===== config.mk =====
export PLATFORM = sky130hd
export DESIGN_NAME = data_demux_param
export DESIGN_NICKNAME = d
export VERILOG_FILES = /design/src/rtl/data_demux_param.sv
export SDC_FILE = /design/constraint.sdc
export NUM_CORES = 2
export LEC_CHECK = 0
export ABC_CLOCK_PERIOD_IN_PS = 87500
export CAP_MARGIN = 40
export CORE_MARGIN = 2
export CORE_UTILIZATION = 47
export CTS_CLUSTER_DIAMETER = 120
export DETAILED_ROUTE_END_ITERATION = 12
export PLACE_DENSITY = 0.69
export SYNTH_ARGS = -nofsm -noshare
export SYNTH_HDL_FRONTEND = slang
export SYNTH_SLANG_ARGS = --single-unit

===== constraint.sdc =====
create_clock -name clk -period 87.5 [get_ports clk]
set_clock_uncertainty 0.2 [all_clocks]
set_input_delay 8.75 -clock clk [delete_from_list [all_inputs] [get_ports clk]]
set_output_delay 8.75 -clock clk [all_outputs]
set_load 0.05 [all_outputs]

===== src/rtl/data_demux_param.sv =====
// data_demux_param
// Collects Modbus register values addressed to this slave into a staging
// buffer and publishes them to the output channels only once the frame has
// been confirmed good by the CRC checker. A bad frame discards everything
// staged since the last decision. Committing sweeps one channel per clock so
// each channel's update pulse is a clean single-cycle event.

module data_demux_param #(
    parameter logic [7:0] SLAVE_ID    = 8'd1,
    parameter int          NUM_REG     = 30,
    parameter int          FIRST_IDX   = 1,
    parameter int          STALE_LIMIT = 1000000
) (
    input  logic                   clk,
    input  logic                   reset,
    input  logic [7:0]             adr,
    input  logic [7:0]             n_data,
    input  logic [15:0]            data_in,
    input  logic                   data_strb,
    input  logic                   crc_validate,
    input  logic                   crc_error,
    output logic [16*NUM_REG-1:0]  data_out,
    output logic [NUM_REG-1:0]     upd,
    output logic [15:0]            frame_cnt,
    output logic [15:0]            err_cnt,
    output logic                   stale
);

    // Channel index width; a single-channel build still needs one bit.
    localparam int IW = (NUM_REG > 1) ? $clog2(NUM_REG) : 1;

    // Stale counter just wide enough to hold STALE_LIMIT itself.
    localparam int SW_RAW = $clog2(STALE_LIMIT + 1);
    localparam int SW     = (SW_RAW > 0) ? SW_RAW : 1;

    localparam logic [SW-1:0] STALE_MAX = SW'(STALE_LIMIT);
    localparam logic [IW-1:0] LAST_CH   = IW'(NUM_REG - 1);

    // Register index window, 9 bits so FIRST_IDX+NUM_REG-1 never wraps.
    localparam logic [8:0] IDX_LO = 9'(FIRST_IDX);
    localparam logic [8:0] IDX_HI = 9'(FIRST_IDX + NUM_REG - 1);

    typedef enum logic {
        ST_IDLE   = 1'b0,
        ST_COMMIT = 1'b1
    } state_t;

    state_t                r_state;
    logic [IW-1:0]         r_chIdx;

    logic                  r_strbQ;
    logic                  r_valQ;
    logic                  r_errQ;

    logic [15:0]           r_stage [NUM_REG];
    logic [NUM_REG-1:0]    r_dirty;

    logic [16*NUM_REG-1:0] r_dataOut;
    logic [NUM_REG-1:0]    r_upd;
    logic [15:0]           r_frameCnt;
    logic [15:0]           r_errCnt;
    logic [SW-1:0]         r_staleCnt;

    logic                  w_strbRise;
    logic                  w_valRise;
    logic                  w_errRise;
    logic [8:0]            w_nData9;
    logic                  w_inRange;
    logic [IW-1:0]         w_relIdx;
    logic                  w_strbAccept;
    logic                  w_commitDone;

    assign w_strbRise = data_strb    & ~r_strbQ;
    assign w_valRise  = crc_validate & ~r_valQ;
    assign w_errRise  = crc_error    & ~r_errQ;

    assign w_nData9  = {1'b0, n_data};
    assign w_inRange = (w_nData9 >= IDX_LO) && (w_nData9 <= IDX_HI);
    assign w_relIdx  = IW'(w_nData9 - IDX_LO);

    // Staging is only open between frames; writes arriving mid-sweep belong
    // to no frame we can still decide on, so they are dropped.
    assign w_strbAccept = w_strbRise && (r_state == ST_IDLE) &&
                          (adr == SLAVE_ID) && w_inRange;

    assign w_commitDone = (r_state == ST_COMMIT) && (r_chIdx == LAST_CH);

    assign data_out  = r_dataOut;
    assign upd       = r_upd;
    assign frame_cnt = r_frameCnt;
    assign err_cnt   = r_errCnt;
    assign stale     = (r_staleCnt == STALE_MAX);

    // Remember last-cycle input levels so only rising edges act.
    always_ff @(posedge clk or posedge reset) begin
        if (reset) begin
            r_strbQ <= 1'b0;
            r_valQ  <= 1'b0;
            r_errQ  <= 1'b0;
        end else begin
            r_strbQ <= data_strb;
            r_valQ  <= crc_validate;
            r_errQ  <= crc_error;
        end
    end

    // Capture accepted register writes; a repeat write simply overwrites.
    always_ff @(posedge clk or posedge reset) begin
        if (reset) begin
            for (int k = 0; k < NUM_REG; k++) begin
                r_stage[k] <= '0;
            end
        end else if (w_strbAccept) begin
            r_stage[w_relIdx] <= data_in;
        end
    end

    // Frame decision FSM: IDLE tracks dirty channels and waits for the CRC
    // verdict, COMMIT walks every channel once and publishes the dirty ones.
    always_ff @(posedge clk or posedge reset) begin
        if (reset) begin
            r_state    <= ST_IDLE;
            r_chIdx    <= '0;
            r_dirty    <= '0;
            r_dataOut  <= '0;
            r_upd      <= '0;
            r_frameCnt <= '0;
            r_errCnt   <= '0;
        end else begin
            r_upd <= '0;
            case (r_state)
                ST_IDLE: begin
                    if (w_errRise) begin
                        // Bad frame wins even if validate rose in the same
                        // cycle; everything staged so far is discarded.
                        r_dirty <= '0;
                        if (r_errCnt != 16'hFFFF) begin
                            r_errCnt <= r_errCnt + 16'd1;
                        end
                    end else begin
                        if (w_strbAccept) begin
                            r_dirty[w_relIdx] <= 1'b1;
                        end
                        if (w_valRise) begin
                            r_state <= ST_COMMIT;
                            r_chIdx <= '0;
                        end
                    end
                end
                ST_COMMIT: begin
                    if (r_dirty[r_chIdx]) begin
                        r_dataOut[{r_chIdx, 4'b0000} +: 16] <= r_stage[r_chIdx];
                        r_dirty[r_chIdx]                    <= 1'b0;
                        r_upd[r_chIdx]                      <= 1'b1;
                    end
                    if (r_chIdx == LAST_CH) begin
                        r_state <= ST_IDLE;
                        r_chIdx <= '0;
                        if (r_frameCnt != 16'hFFFF) begin
                            r_frameCnt <= r_frameCnt + 16'd1;
                        end
                    end else begin
                        r_chIdx <= r_chIdx + 1'b1;
                    end
                end
                default: begin
                    r_state <= ST_IDLE;
                    r_chIdx <= '0;
                end
            endcase
        end
    end

    // Age since the last completed commit; comes out of reset already stale.
    always_ff @(posedge clk or posedge reset) begin
        if (reset) begin
            r_staleCnt <= STALE_MAX;
        end else if (w_commitDone) begin
            r_staleCnt <= '0;
        end else if (r_staleCnt != STALE_MAX) begin
            r_staleCnt <= r_staleCnt + 1'b1;
        end
    end

endmodule


==> metrics.cfg <==
[outcome]
status = completed

[grt]
grt_antenna_before_repair = 1
grt_pass1_vias = 33300
overflow = 0
grt_use_total_pct = 28.9
grt_max_degree = 193
grt_pass1_wl_um = 226000

[synthesis]
syn_area_per_cell_um2 = 12.5
synth-simple-area-share_pct = 5.57
synth-async-reset-ratio_pct = 100
synth_xor_area_share_pct = 1.04
yosys.area_share.adder_pct = 0.290
synth_area_leaders = dfrtp_1 (57%), mux2_2 (12%), mux2i_1 (5.7%)
synth_seq_cells = 1081
synth_commonest_cells = dfrtp_1 (1074), mux2_2 (489), o21ai_0 (367)
synth_top_area_share_pct = 56.7
synth-compound-area-share_pct = 13.5
synth_cell_types = 82
ys.warnings.count = 0
synth_top_family_by_area = multiplexers
synth_edf_count = 0
yosysSeqAreaShare_pct = 57.0
synth_fp_nets = 3834
synth_largest_area_cell = dfrtp_1
synth_area_um2 = 47400
synth_ff_type = dfrtp_1
yosysMostFrequentCell = dfrtp_1
netlist_instances = 3786
synth_mux_area_share_pct = 18.5

[finish]
finalCoreUtilization_pct = 58.3
fillers = 8252
diodes = 0
drive_above_1_share_pct = 21.2
areaGrowthSynthToFinish_pct = 23.2
fin_nets = 4283

[sta]
setup_tns_ps = 0
final_max_slew_viol_count = 0
finalCritPeriodShare_pct = 14.1
timing.fmax_ghz = 0.0813
hold_ws_ps = 277
setup_viol = 0
worstMarginPinSlew_ps = 1070
final.setup.worst_slack_ps = 75200
min_period_ps = 12300
hold_viol = 0
relSlewSlack_pct = 28.6
rsz0062_at_grt = false

[clock_network]
cts_tree = done
cts_max_path_buffers = 3
clk_pin_slew_ps = 60
cts_max_level = 3
cts_buffers = 112
post_cts_resized = 0
clock-sinks = 1081
post_cts_buffers = 0
postCtsHoldBufs = 0
cts-root-buf = clkbuf_16
clk_latency_ps = 730

[power_and_ir_drop]
power_density_nw_per_um2 = 21.5
swShare_pct = 32.4
pwr-share-seq_pct = 41.2
p_leak_nw = 26.3
clkPwrFrac_pct = 38.7
p_switching_mw = 0.407
ir_worst_vdd_uv = 27.6
total_power_mw = 1.26
p_int_mw = 0.850
combPwrFrac_pct = 20.2

[floorplanning]
die_x_um = 322
die_area_um2 = 103000
core_um2 = 100000
die_y_um = 322
num_rows = 116
io_pins = 580
start_util_pct = 47.4

[routing]
vias_per_cell = 6.09
vias = 34200
antenna_left = 0
drcViolationCount = 0
wl_per_cell_um = 27.1
drt-initial-drc-count = 3407
drt-total-wl_um = 152000
drt_first_pass_iters = 6

[placed_design]
place_ws_ps = 74900
place_congestion = 0.890
dp_hpwl_um = 98200
io_buffers = 579

[min_path]
hp-class = register to register

[setup_path]
critical_path.max_fanout = 7
crit_path_end_kind = output pin
critPathLaunchType = register
path_class = register to output pin
rrSetupSlack_ps = 81910
required_ps = 78550
cp.arrival_ps = 3350

[run]
maxCapViolCount = 0

-- cells by family (layout without fill, tap and decap cells) --
family,Yosys count,count (layout)
xor gates and xnor gates,54,54
DFF,1081,1081
muxes,807,807
AOI/OAI and AO/OA,973,973
buffers and inverters,408,949
adders and majority gates,11,11
and+or+nand+nor,452,452
-- metal layers --
layer	track usage [%]	wire length, um
met1	38.7	62500
met2	45.8	71800
met3	5.70	10600
met4	12.9	7300
met5	0	0
-- worst paths after layout --
path,start,end,cells after the start
max,r_staleCnt[7],stale,5
min,data_out[421],data_out[421],2
max reg2reg,r_chIdx[1],data_out[136],9
min reg2reg,data_out[421],data_out[421],2
max in group asynchronous,reset,frame_cnt[1],6
min in group asynchronous,reset,data_out[192],2
-- registers in the layout (all words and copies together), names as in the netlist, 5 cells and up --
name	count
r_staleCnt	20
err_cnt	16
r_dirty	30
upd	30
r_chIdx	5
r_stage	480
data_out	480
frame_cnt	16
-- critical path: stages (launching register included) --
cell and delay (ps):
dfrtp_1 450, or4_1 580, nor4_1 210, nand4b_1 140, nor3_1 270, clkdlybuf4s50_1 990
-- area by class of cell --
cell class	count	area, um2	share of cell area [%]
timing repair buffer	713	7280	12.5
clock inverter	32	414	0.709
sequential	1081	27100	46.3
inverter	30	120	0.206
multi-input combinational	2297	18600	31.8
clock buffer	174	3360	5.75
tap	1298	1620	2.78
-- metrics by stage --
stage                     area, um2  std cells
after floorplan               47400       3786
after global placement        53900       5380
after detailed placement      54700       5419
after CTS                     58400       5625
after global routing          58400       5625
final                         58400       5625
-- placed cells by master (no fill, tap or decap), types with 31 or more instances in the layout --
cell,count
buf_4,93
clkbuf_1,31
clkbuf_16,113
clkdlybuf4s50_1,579
dfrtp_1,1072
mux2_1,40
mux2_2,489
mux2i_1,271
nand2_1,121
nor2_1,79
nor3_1,32
o21ai_0,367
o21ai_1,46
o22ai_1,104
o31ai_1,351
-- power groups by stage --
stage / combinational [mW] / sequential [mW] / clock, mW
6_report: 0.253 / 0.517 / 0.486
5_1_grt: 0.266 / 0.518 / 0.515
4_1_cts: 0.251 / 0.517 / 0.493
3_5_place_dp: 0.250 / 0.526 / 0
3_3_place_gp: 0.241 / 0.526 / 0
2_1_floorplan: 0.172 / 0.524 / 0
(Power assumes the default switching activity.)
